==> src/rtl/mdio_pkg.sv <==
// rtl/mdio_pkg.sv - shared constants, frame field positions and FSM encoding for mdio_arbiter
package mdio_pkg;

    localparam logic [1:0] ST_SOF   = 2'b01;
    localparam logic [1:0] OP_READ  = 2'b10;
    localparam logic [1:0] OP_WRITE = 2'b01;

    localparam int ST_MSB    = 31;
    localparam int ST_LSB    = 30;
    localparam int OP_MSB    = 29;
    localparam int OP_LSB    = 28;
    localparam int PHYAD_MSB = 27;
    localparam int PHYAD_LSB = 23;
    localparam int REGAD_MSB = 22;
    localparam int REGAD_LSB = 18;
    localparam int TA_MSB    = 17;
    localparam int TA_LSB    = 16;
    localparam int WDATA_MSB = 15;
    localparam int WDATA_LSB = 0;

    typedef enum logic [2:0] {
        S_IDLE = 3'd0,
        S_LOAD = 3'd1,
        S_RUN  = 3'd2,
        S_RESP = 3'd3,
        S_GAP  = 3'd4
    } mdio_state_t;

    // A frame is accepted only with a valid start-of-frame and a read or write opcode.
    function automatic logic frame_ok(input logic [31:0] f);
        return (f[ST_MSB:ST_LSB] == ST_SOF) &&
               ((f[OP_MSB:OP_LSB] == OP_READ) || (f[OP_MSB:OP_LSB] == OP_WRITE));
    endfunction

endpackage

==> src/rtl/mdio_rr_grant.sv <==
// rtl/mdio_rr_grant.sv - combinational one-hot grant with rotating start pointer
// Ports: i_req (request vector), i_ptr (search start), o_grant (one-hot winner),
//        o_any (some request present), o_idx (winner index), o_next_ptr (winner+1 wrapped).
// Macro MDIO_ARB_FIXED_PRIO_EN: search always starts at index 0 and o_next_ptr is tied to 0.
module mdio_rr_grant #(
    parameter int N_REQ = 4
) (
    input  logic [N_REQ-1:0]         i_req,
    input  logic [$clog2(N_REQ)-1:0] i_ptr,
    output logic [N_REQ-1:0]         o_grant,
    output logic                     o_any,
    output logic [$clog2(N_REQ)-1:0] o_idx,
    output logic [$clog2(N_REQ)-1:0] o_next_ptr
);

    localparam int PW = $clog2(N_REQ);

    logic [PW:0] w_j;
    logic        w_found;

    always_comb begin
        o_grant = '0;
        o_idx   = '0;
        w_found = 1'b0;
        w_j     = '0;
        for (int k = 0; k < N_REQ; k++) begin
`ifdef MDIO_ARB_FIXED_PRIO_EN
            w_j = (PW+1)'(k);
`else
            // Candidate index (ptr + k) mod N_REQ without a divider.
            w_j = {1'b0, i_ptr} + (PW+1)'(k);
            if (w_j >= (PW+1)'(N_REQ)) begin
                w_j = w_j - (PW+1)'(N_REQ);
            end
`endif
            if (!w_found && i_req[w_j[PW-1:0]]) begin
                w_found              = 1'b1;
                o_idx                = w_j[PW-1:0];
                o_grant[w_j[PW-1:0]] = 1'b1;
            end
        end
    end

    assign o_any = w_found;

`ifdef MDIO_ARB_FIXED_PRIO_EN
    assign o_next_ptr = '0;
`else
    assign o_next_ptr = (o_idx == PW'(N_REQ - 1)) ? '0 : o_idx + 1'b1;
`endif

endmodule

==> src/rtl/mdio_arbiter.sv <==
// rtl/mdio_arbiter.sv - shares one MDIO controller between N_REQ requesters, one frame in flight
// Ports: CLK, RESET (sync, active-low); REQ_VALID/REQ_FRAME/REQ_READY requester side;
//        RSP_VALID/RSP_DATA/RSP_ERR responses; BUSY; MDIO_START/T_DATA/RD_DATA/DATA_RDY controller side.
// Macro MDIO_ARB_FIXED_PRIO_EN: lowest index always wins, no rotating pointer register.
module mdio_arbiter
    import mdio_pkg::*;
#(
    parameter int N_REQ          = 4,
    parameter int FRAME_CYCLES   = 64,
    parameter int TIMEOUT_CYCLES = 80,
    parameter int GAP_CYCLES     = 2
) (
    input  logic                 CLK,
    input  logic                 RESET,
    input  logic [N_REQ-1:0]     REQ_VALID,
    input  logic [32*N_REQ-1:0]  REQ_FRAME,
    output logic [N_REQ-1:0]     REQ_READY,
    output logic [N_REQ-1:0]     RSP_VALID,
    output logic [15:0]          RSP_DATA,
    output logic                 RSP_ERR,
    output logic                 BUSY,
    output logic                 MDIO_START,
    output logic [31:0]          T_DATA,
    input  logic [15:0]          RD_DATA,
    input  logic                 DATA_RDY
);

    localparam int CW = $clog2(TIMEOUT_CYCLES + 1);
    localparam int PW = $clog2(N_REQ);

    mdio_state_t       r_state, w_state_nx;
    logic [31:0]       r_frame, w_frame_nx;
    logic [PW-1:0]     r_idx, w_idx_nx;
    logic [CW-1:0]     r_cnt, w_cnt_nx;
    logic [15:0]       r_rsp_data, w_rsp_data_nx;
    logic              r_rsp_err, w_rsp_err_nx;

    logic [N_REQ-1:0]  w_grant;
    logic              w_any;
    logic [PW-1:0]     w_gnt_idx;
    logic [PW-1:0]     w_next_ptr;
    logic [PW-1:0]     w_ptr;
    logic              w_is_read;

    mdio_rr_grant #(
        .N_REQ (N_REQ)
    ) u_grant (
        .i_req      (REQ_VALID),
        .i_ptr      (w_ptr),
        .o_grant    (w_grant),
        .o_any      (w_any),
        .o_idx      (w_gnt_idx),
        .o_next_ptr (w_next_ptr)
    );

`ifdef MDIO_ARB_FIXED_PRIO_EN
    assign w_ptr = '0;
`else
    logic [PW-1:0] r_ptr;

    always_ff @(posedge CLK) begin
        if (!RESET) begin
            r_ptr <= '0;
        end else if (r_state == S_IDLE && w_any) begin
            r_ptr <= w_next_ptr;
        end
    end

    assign w_ptr = r_ptr;
`endif

    assign w_is_read = (r_frame[OP_MSB:OP_LSB] == OP_READ);

    always_ff @(posedge CLK) begin
        if (!RESET) begin
            r_state    <= S_IDLE;
            r_frame    <= '0;
            r_idx      <= '0;
            r_cnt      <= '0;
            r_rsp_data <= '0;
            r_rsp_err  <= 1'b0;
        end else begin
            r_state    <= w_state_nx;
            r_frame    <= w_frame_nx;
            r_idx      <= w_idx_nx;
            r_cnt      <= w_cnt_nx;
            r_rsp_data <= w_rsp_data_nx;
            r_rsp_err  <= w_rsp_err_nx;
        end
    end

    always_comb begin
        w_state_nx    = r_state;
        w_frame_nx    = r_frame;
        w_idx_nx      = r_idx;
        w_cnt_nx      = r_cnt;
        w_rsp_data_nx = r_rsp_data;
        w_rsp_err_nx  = r_rsp_err;
        case (r_state)
            S_IDLE: begin
                if (w_any) begin
                    w_frame_nx = REQ_FRAME[32*w_gnt_idx +: 32];
                    w_idx_nx   = w_gnt_idx;
                    w_state_nx = S_LOAD;
                end
            end
            S_LOAD: begin
                if (!frame_ok(r_frame)) begin
                    w_rsp_data_nx = '0;
                    w_rsp_err_nx  = 1'b1;
                    w_state_nx    = S_RESP;
                end else begin
                    w_cnt_nx   = '0;
                    w_state_nx = S_RUN;
                end
            end
            S_RUN: begin
                w_cnt_nx = r_cnt + 1'b1;
                if (w_is_read) begin
                    // DATA_RDY is checked first so it wins over a coincident timeout.
                    if (DATA_RDY) begin
                        w_rsp_data_nx = RD_DATA;
                        w_rsp_err_nx  = 1'b0;
                        w_state_nx    = S_RESP;
                    end else if (r_cnt == CW'(TIMEOUT_CYCLES - 1)) begin
                        w_rsp_data_nx = '0;
                        w_rsp_err_nx  = 1'b1;
                        w_state_nx    = S_RESP;
                    end
                end else if (r_cnt == CW'(FRAME_CYCLES - 1)) begin
                    w_rsp_data_nx = '0;
                    w_rsp_err_nx  = 1'b0;
                    w_state_nx    = S_RESP;
                end
            end
            S_RESP: begin
                w_cnt_nx   = '0;
                w_state_nx = S_GAP;
            end
            S_GAP: begin
                if (r_cnt == CW'(GAP_CYCLES - 1)) begin
                    w_state_nx = S_IDLE;
                end else begin
                    w_cnt_nx = r_cnt + 1'b1;
                end
            end
            default: begin
                w_state_nx = S_IDLE;
            end
        endcase
    end

    // Accept is combinational in IDLE; gated by RESET so nothing is offered while held in reset.
    assign REQ_READY  = (r_state == S_IDLE && RESET) ? w_grant : '0;
    assign RSP_VALID  = (r_state == S_RESP) ? (N_REQ'(1) << r_idx) : '0;
    assign RSP_DATA   = r_rsp_data;
    assign RSP_ERR    = r_rsp_err;
    assign BUSY       = (r_state != S_IDLE);
    assign MDIO_START = (r_state == S_RUN);
    assign T_DATA     = r_frame;

endmodule

==> config.mk <==
export PLATFORM = sky130hd
export DESIGN_NAME = mdio_arbiter
export DESIGN_NICKNAME = d
export VERILOG_FILES = /design/src/rtl/mdio_pkg.sv /design/src/rtl/mdio_rr_grant.sv /design/src/rtl/mdio_arbiter.sv
export SDC_FILE = /design/constraint.sdc
export NUM_CORES = 1
export LEC_CHECK = 0
export CORE_MARGIN = 2
export CORE_UTILIZATION = 35
export CTS_CLUSTER_DIAMETER = 30
export DETAILED_ROUTE_END_ITERATION = 16
export DONT_BUFFER_PORTS = 1
export PLACE_DENSITY = 0.61
export SETUP_SLACK_MARGIN = 0.15
export SLEW_MARGIN = 20
export SYNTH_ARGS = -nofsm -noshare
export SYNTH_HDL_FRONTEND = slang
export SYNTH_SLANG_ARGS = --single-unit
==> constraint.sdc <==
create_clock -name CLK -period 3.2 [get_ports CLK]
set_input_delay 0.64 -clock CLK [delete_from_list [all_inputs] [get_ports CLK]]
set_output_delay 0.64 -clock CLK [all_outputs]
set_load 0.02 [all_outputs]
After elaboration in Yosys (flattened, before gate mapping). Cells that the tools add are included.

Register bits: 63. Bits of input ports: 151. Output and inout bits: 59. Word-level logic and storage cells: 131.

Add/sub/neg operators: 9. Order comparisons: 12. Equality and inequality tests: 18. Shift operators: 2. Multiplexer cells: 58. Bitwise logic cells: 3. Reduce and logical (&&, ||, !) cells: 22.

Operator list (number): 128-bit by 8-bit indexed part select with 32-bit output (1); 16-bit two-way mux (5); 16-bit one-hot mux with 2 select lines (1); 7-bit one-hot mux with 4 select lines (1); 4-bit two-way mux (6); 1-bit two-way mux (18); 2-bit two-way mux (9); 3-bit two-way mux (6); 3-bit one-hot mux with 5 select lines (1); 7-bit two-way mux (2); 2-bit by 3-bit less-than comparator with 1-bit output, second input constant (4); 4-bit bitwise OR (3); 1-bit logical AND (10); 2-bit inequality test, second input constant (5); 3-bit >= comparator, second input constant (3); 1-bit binary-select mux with 2-bit select (4); 1-bit demux with 2-bit select (4); 2-bit by 1-bit >= comparator with 1-bit output, second input constant (4); 4-bit AND reduction (2); 2-bit by 1-bit subtractor with 2-bit output, second input constant (4); 7-bit by 1-bit adder with 7-bit output, second input constant (1); 7-bit by 1-bit equality test with 1-bit output, second input constant (1); 7-bit by 6-bit equality test with 1-bit output, second input constant (1); 7-bit equality test, second input constant (1); other kinds (21) (27).

Logic depth before layout (Yosys ltp). Gate-level depths: netlist (run 1).

Depth in word-level cells: 16. Mapped depth: 14. Depth with buffers taken out: 11.

By module. From an unflattened synthesis (run 1), not the netlist that was laid out.

Cell total of the unflattened synthesis: 381. Area, all modules: 3766.1 um^2.

By module, submodules not included: mdio_arbiter (times used 1, cells an instance 331, area an instance 3334.4 um^2, sequential area each 1261.2 um^2); mdio_rr_grant (times used 1, cells an instance 50, area an instance 431.7 um^2, sequential area each 0.0 um^2).

Least setup slack after synthesis (run 1). Ideal clock, no wire load.

Path kind: register to output. Start point: register r_ptr[1]. End point: output REQ_READY[0]. Arrival time: 2.929 ns. Data required time: 2.560 ns. Path slack: -0.369 ns. Cell stages (with the launch flop): 14. Path buffers: 5. Path through: dfxtp_1 clkbuf_1 inv_1 ha_1 clkbuf_1 mux4_2 buf_2 nor2b_1 buf_2 clkbuf_1 a22oi_1 nor2_1 a221oi_1 nor2_1.

Longest elaborated chain between the ends: 15. Elaborated cells on any way between the ends: 60. Those cells by class: add/sub: 7; order compare: 12; mux: 28; bitwise: 3; reduce/logical: 10.

RTL lines: start, declared (line mdio_arbiter.sv:59) `logic [PW-1:0] r_ptr;`; start signal, assigned (line mdio_arbiter.sv:65) `r_ptr <= w_next_ptr;`; parallel branches: the longest is 13 deep, another holds 2-bit by 1-bit adder with 3-bit output; 4-bit two-way mux * (line mdio_rr_grant.sv:36) `if (!w_found && i_req[w_j[PW-1:0]]) begin`; 4-bit two-way mux * (line mdio_arbiter.sv:154) `assign REQ_READY = (r_state == S_IDLE && RESET) ? w_grant : '0;`; end, declared (line mdio_arbiter.sv:17) `output logic [N_REQ-1:0] REQ_READY,`.

Mark *: on every way between the ends. The select of a mux whose other input is x is not followed.

Final worst setup path (run 1).
Start point: register r_ptr[0]. End point: output REQ_READY[1].

The elaborated chain is that of the path after synthesis.

==> summary.txt, run 1 <==
Run status
  • Status: completed

Layout
  • Register area: 1260 sq um
  • Most common cell after layout, fill and taps aside: a21oi_1
  • Ratio of cells with drive above 1 in the final layout: 16.5%
  • Most frequent cells in the layout: 70 x a21oi_1, 65 x nor3_1, 62 x dfxtp_1
  • Area Overhead vs Synth: 10.6%
  • Final nets: 764
  • Antenna diodes: 0
  • Fillers: 1383
  • Area of the multi-input gates: 3330 sq um

Critical path
  • CP dominant cell by count: buf_4
  • Crit path depth: 10
  • CP cell instances: clkinvlp_4 > ha_4 > buf_4 > nor2b_1 > a21oi_1 > o311ai_1 > buf_4 > a221oi_2 > nor2_2 > buf_4
  • Slowest CP cell: dfxtp_4
  • End of the critical path: REQ_READY[1]
  • CP max FO: 6
  • Reg-to-reg setup timing slack: 340 ps
  • Crit path max-delay family: buffers and inverters
  • Crit. End Element: output port
  • Reg2reg start: r_ptr[0]
  • Worst Path Buf+Inv: 4
  • CP Launch Point: r_ptr[0]
  • CP max stage delay: 360 ps
  • Required time of the worst setup path: 2560 ps
  • Critical R2R Capture: T_DATA[14]
  • Crit start category: flop
  • Worst Path Arrival: 2320 ps
  • WS Path Type: reg2out
  • Worst-case reg-to-reg path depth: 9

Pwr
  • Net Switching: 0.00267 W
  • Leak Pwr: 1.91 nW
  • PwrDens: 1060 nW/um^2
  • Seq pwr share: 24.5%
  • Switching Fraction: 46.9%
  • Peak VDD IR: 0.443 mV
  • Int Pwr: 0.00303 W
  • Gate power share: 58.7%
  • Clk pwr share: 16.8%

CTS
  • Clock sink count: 63
  • Clock Tree Buf Depth: 2
  • Root buffer cell: clkbuf_16
  • Clk_lat worst skew: 340 ps
  • Clock transition at path regs: 50 ps
  • Hold_buf cts: 0
  • H-tree Lvls: 3
  • CTS buffer count: 9
  • CTS tree: yes

STA
  • RSZ-0062 raised after global routing: yes
  • Count of final max-slew check failures: 0
  • Slew headroom: 50.0%
  • Final WS setup: 236 ps
  • Final worst-path cycle share: 92.6%
  • Fin Setup TNS: 0 ps
  • Max Clk Rate: 337 MHz
  • Setup violations, final: 0
  • Clock skew: 7.97 ps
  • Crit path time final: 2960 ps
  • Worst Tran Pin Value: 750 ps
  • Hold Fails Final Rpt: 0

Worst hold path
  • Hold Crit Class: in2reg
  • Hold Path Stages: 1

Synth
  • Yosys synthesis warning count: 0
  • Post-synth top area cell: dfxtp_1
  • Yosys top cell area share: 25.9%
  • Seq/Total Area, Yosys: 25.9%
  • Register bit total from synthesis: 63
  • Syn Nets: 794
  • Mean Syn Cell Area: 7.71 sq um
  • Yosys cell types: 51
  • Netlist Area Pre-Place: 4870 sq um
  • Cells after Synth: 632
  • Top post-synthesis cells by area: dfxtp_1 26%, mux2_4 8.3%, a21oi_1 7.2%

Global routing
  • Antenna violations before repair: 0
  • GRT Resource Usage Total: 20.1%
  • First-pass GRT wire length: 23300 um
  • Largest net degree at the start of global routing: 105
  • Number of global-route vias before repair: 4511
  • GR Overflow Total: 0

Routing
  • TritonRoute pass-1 iters: 5
  • 1st-iter DRT viols: 485
  • Final WL: 15700 um
  • Vias per inst: 6.19
  • DR vias: 4865
  • Antenna viol nets, final: 0
  • Final routed DRC violation total: 0
  • WL/cell: 20.0 um

Placement
  • Setup WS pre-CTS: 160 ps
  • Post-DP HPWL: 10700 um
  • Port Buffer Count: 0
  • Final Wtd Congestion: 0.813

Die
  • Initial Util: 35.5%
  • I/O pin cnt: 210
  • DIE AREA: 14900 sq um
  • Rows: 43
  • DIE WIDTH: 122 um
  • Die Y: 122 um
  • Core area: 13700 sq um

Run
  • Max-Cap Viols: 0
-- timing repair --
item,CTS,global route
setup buffers,3,0
gates resized for setup,6,7
setup endpoints to repair,16,11
pin swaps,0,1
-- power by group through the flow --
stage	sequential, W	clock, W	combinational (W)
after global routing	0.00142	0.00100	0.00361
after global placement	0.00143	0	0.00310
after CTS	0.00140	0.000971	0.00327
after floorplan	0.00133	0	0.00262
after detailed placement	0.00142	0	0.00318
final	0.00140	0.000958	0.00335
-- cell usage after synthesis, drive strengths merged --
cell type and number:
nor4 1, mux4 4, o21a 1, a221oi 6
a221o 31, a211o 2, a2111oi 3, a21oi 71
nor3b 4, mux2i 3, o31ai 1, clkbuf 40
a2bb2oi 2, nand2 59, nand4 2, o311ai 1
a31oi 32, nor2 29, and3 5, a21boi 18
ha 11, nor3 67, a22oi 5, o21bai 1
a21o 2, or3b 1, nor2b 5, nor4b 2
nand3 1, mux2 34, or2 1, o21ai 56
a211oi 1, o2bb2ai 1, xor2 4, xnor2 1
and2 4, dfxtp 63, buf 28, o311a 1
inv 14, o211ai 2, nand2b 12
-- area by class of cell --
| type | count | share of cell area, % |
|---|---|---|
| repair buffers | 27 | 4.34 |
| clock inverters | 5 | 0.929 |
| well taps | 180 | 4.18 |
| flip-flops and latches | 63 | 23.5 |
| inverters | 14 | 1.04 |
| clock buffers | 10 | 4.25 |
| multi-input cells | 487 | 61.8 |
-- how the worst min path moves through the flow --
stage          startpoint       end
6_report            RESET  r_cnt[1]
5_1_grt             RESET  r_cnt[1]
4_1_cts             RESET  r_cnt[1]
3_5_place_dp     r_cnt[6]  r_cnt[6]
3_3_place_gp     r_cnt[6]  r_cnt[6]
2_1_floorplan    r_cnt[6]  r_cnt[6]
-- metrics by stage --
stage	total power [W]	cell area, sq um	cells	hold WS [ps]	utilization (%)
final	0.00570	5390	786	420	39.3
after global routing	0.00604	5390	786	412	39.3
after CTS	0.00564	5360	786	412	39.1
after detailed placement	0.00460	5020	768	522	36.6
after global placement	0.00452	5020	768	503	36.6
after floorplan	0.00395	4910	632	476	-
-- worst register-to-register path: cells and delay by family, from the launching register on --
| family | cells | cell delay [ps] |
|---|---|---|
| multiplexers | 2 | 670 |
| buffers and inverters | 3 | 520 |
| XOR/XNOR | 1 | 490 |
| AO/OA/AOI/OAI | 2 | 410 |
| flip-flops | 1 | 360 |
| adder cells (fa/ha/maj) | 1 | 300 |
-- state kept, by name, summed over array words and instances, names as in the netlist --
register  count
RSP_DATA     16
r_idx         2
r_ptr         2
T_DATA       32
r_cnt         7
RSP_ERR       1
r_state       3
-- cells by family after synthesis --
kind of cell | after synthesis | synth area share [%]
buffers and inverters | 82 | 7.32
and+or+nand+nor | 193 | 18.9
xor gates and xnor gates | 5 | 1.05
AOI/OAI and AO/OA | 237 | 31.6
adders and majority gates | 11 | 2.83
DFF | 63 | 25.9
muxes | 41 | 12.4
-- layer usage --
layer  vias up  global-route usage (%)  share of wire (%)
li1       2286                       -                  -
met1      2269                    23.6                 39
met2       286                    33.1                 48
met3        24                    7.26                 11
met4         0                    8.62                1.6
met5         -                       0                  0
No activity file was read; power rests on OpenSTA's default activity.
==> run 2: changes to the inputs <==
--- a/config.mk
+++ b/config.mk
@@ -6,11 +6,12 @@
 export NUM_CORES = 1
 export LEC_CHECK = 0
 export CORE_MARGIN = 2
-export CORE_UTILIZATION = 35
+export CORE_UTILIZATION = 60
 export CTS_CLUSTER_DIAMETER = 30
 export DETAILED_ROUTE_END_ITERATION = 16
 export DONT_BUFFER_PORTS = 1
-export PLACE_DENSITY = 0.61
+export HOLD_SLACK_MARGIN = 0.03
+export PLACE_DENSITY = 0.86
 export SETUP_SLACK_MARGIN = 0.15
 export SLEW_MARGIN = 20
 export SYNTH_ARGS = -nofsm -noshare
==> constraint.sdc (replaced) <==
create_clock -name CLK -period 2.8 [get_ports CLK]
set_input_delay 0.56 -clock CLK [delete_from_list [all_inputs] [get_ports CLK]]
set_output_delay 0.56 -clock CLK [all_outputs]
set_load 0.02 [all_outputs]
==> run 2 against run 1 <==
First-iteration DRC count grew 20%. Cell count shrank 5.2%. Sequential share of layout area shrank 1.5 points. Non-clock buffer count grew 36. Flip-flop and latch count is the same. Critical endpoint is now REQ_READY[0]. The run now ends with negative setup slack left. Design area grew 7.4%. Hold slack lost 80 ps. Critical path type unchanged. Highest routed layer unchanged. Largest power group unchanged. Wire length grew 5.6%. Register-to-register slack lost 290 ps. Critical path depth shrank 2. Worst setup slack lost 280 ps.
==> summary.txt, run 2 (synthesized netlist as in run 1, its figures left out) <==
Run status
  • Status: finished with violations
  • Failing checks: negative setup slack

Die
  • DIE AREA: 8850 sq um (-40%)
  • DIE WIDTH: 94.1 um (-23%)
  • Core area: 7810 sq um (-43%)
  • Initial Util: 62.4% (+27 points)
  • Rows: 32 (-26%)
  • Die Y: 94.1 um (-23%)
  • I/O pin cnt: 210 (unchanged)

STA
  • Final WS setup: -44.7 ps (-281 ps)
  • Clock skew: 12.0 ps (+4.03 ps)
  • Max Clk Rate: 352 MHz
  • Fin Setup TNS: -138 ps (-138 ps)
  • Slew headroom: 53.9% (+3.9 points)
  • Crit path time final: 2840 ps
  • Final worst-path cycle share: 102%
  • Count of final max-slew check failures: 0 (unchanged)
  • Hold Fails Final Rpt: 0 (unchanged)
  • Setup violations, final: 4 (+4)
  • RSZ-0062 raised after global routing: yes
  • Worst Tran Pin Value: 690 ps (-59.1 ps)

Layout
  • Final Non-Filler Cells: 745 (-5.2%)
  • Final nets: 800 (+4.7%)
  • Area Overhead vs Synth: 18.8%
  • Antenna diodes: 0 (unchanged)
  • Ratio of cells with drive above 1 in the final layout: 24.9% (+8.4 points)
  • Final core utilization: 74.1% (+35 points)
  • Most frequent cells in the layout: 65 x nor3_1, 62 x a21oi_1, 61 x dfxtp_1
  • Max FFs per register: 32 (unchanged)
  • Most common cell after layout, fill and taps aside: nor3_1

Pwr
  • Int Pwr: 0.00394 W (+30%)
  • Net Switching: 0.00343 W (+28%)
  • Gate power share: 67.2% (+8.5 points)
  • PwrDens: 1270 nW/um^2 (+20%)
  • Leak Pwr: 2.14 nW (+12%)
  • Clk pwr share: 11.0% (-5.8 points)
  • Peak VDD IR: 0.876 mV (+97%)
  • Seq pwr share: 21.9% (-2.6 points)
  • Overall power: 0.00737 W (+29%)
  • Switching Fraction: 46.6% (-0.34 points)

Routing
  • Final WL: 16600 um (+5.6%)
  • DR vias: 5253 (+8.0%)
  • Vias per inst: 7.05 (+14%)
  • Antenna viol nets, final: 0 (unchanged)
  • 1st-iter DRT viols: 583 (+20%)
  • WL/cell: 22.3 um (+11%)
  • TritonRoute pass-1 iters: 5 (unchanged)
  • Final routed DRC violation total: 0 (unchanged)

Global routing
  • GRT Resource Usage Total: 33.6% (+13 points)
  • First-pass GRT wire length: 23500 um (+0.86%)
  • Antenna violations before repair: 0 (unchanged)
  • GR Overflow Total: 0 (unchanged)
  • Number of global-route vias before repair: 4797 (+6.3%)
  • Largest net degree at the start of global routing: 104 (-0.95%)

Critical path
  • Crit start category: flop
  • Worst Path Arrival: 2280 ps (-40 ps)
  • CP max FO: 6 (unchanged)
  • Reg2reg start: r_ptr[0]
  • CP Launch Point: r_ptr[0]
  • Crit. End Element: output port
  • Required time of the worst setup path: 2240 ps (-320 ps)
  • WS Path Type: reg2out

CTS
  • Clk_lat worst skew: 350 ps (about the same)
  • Hold_buf cts: 0 (unchanged)
  • H-tree Lvls: 3 (unchanged)
  • CTS buffer count: 9 (unchanged)
  • Clock Tree Buf Depth: 2 (unchanged)
  • CTS tree: yes
  • Root buffer cell: clkbuf_8
  • Clock sink count: 63 (unchanged)
  • Clock transition at path regs: 70 ps (+20 ps)

Placement
  • Final Wtd Congestion: 0.966 (+19%)
  • Dpl cells: 695 (-9.5%)
  • Setup WS pre-CTS: 59.1 ps (-101 ps)
  • Post-DP HPWL: 10700 um (+0.48%)
  • Port Buffer Count: 0 (unchanged)

Worst hold path
  • Hold Crit Class: in2reg
  • HP Start: RESET

Run
  • Max-Cap Viols: 0 (unchanged)
[run 2: worst paths after layout]
check	to	slack, ps	cells after the start
setup / recovery	REQ_READY[0]	-40	8
hold / removal	r_idx[1]	340	1
setup reg to reg	T_DATA[2]	50	11
hold reg to reg	r_cnt[5]	570	2
[run 2: power groups by stage]
stage          Sequential [W]  Clock, W  Combinational [W]
2_1_floorplan         0.00153         0            0.00310
3_3_place_gp          0.00162         0            0.00363
3_5_place_dp          0.00162         0            0.00379
4_1_cts               0.00160  0.000814            0.00416
5_1_grt               0.00164  0.000859            0.00524
6_report              0.00161  0.000808            0.00495
[run 2: final cells by class]
cell class              count  area, sq um
repair buffers             63          664
fillers                   574         2020
clock buffers               9          124
flip-flops and latches     63         1270
well taps                 102          128
inverters                  14         62.6
clock inverters             7         71.3
multi-input cells         487         3470
[run 2: per-layer routing]
metal / global-route usage, % / routed length, um
met2: 58.7 / 8390
met3: 8.75 / 1900
met1: 38.5 / 5830
met4: 14.3 / 502
met5: 0 / 0
[run 2: repair_timing]
item | in CTS | in global routing
buffers inserted | 13 | 12
setup endpoints to repair | 36 | 39
resized for setup | 22 | 45
gates cloned | 2 | 7
pin swaps | 5 | 13
[run 2: through the flow]
step / hold slack, ps / cell area, sq um
after floorplan: 476 / 4980
after global placement: 500 / 5020
after detailed placement: 546 / 5020
after CTS: 324 / 5420
after global routing: 328 / 5790
final: 340 / 5790
[run 2: worst max-delay path, cell delays in order (launching register included)]
cell	delay [ps]
dfxtp_4	410
buf_6	140
mux4_2	550
buf_6	170
nor2b_4	170
a22oi_1	90
nor2_1	120
a221oi_2	50
nor2_2	230
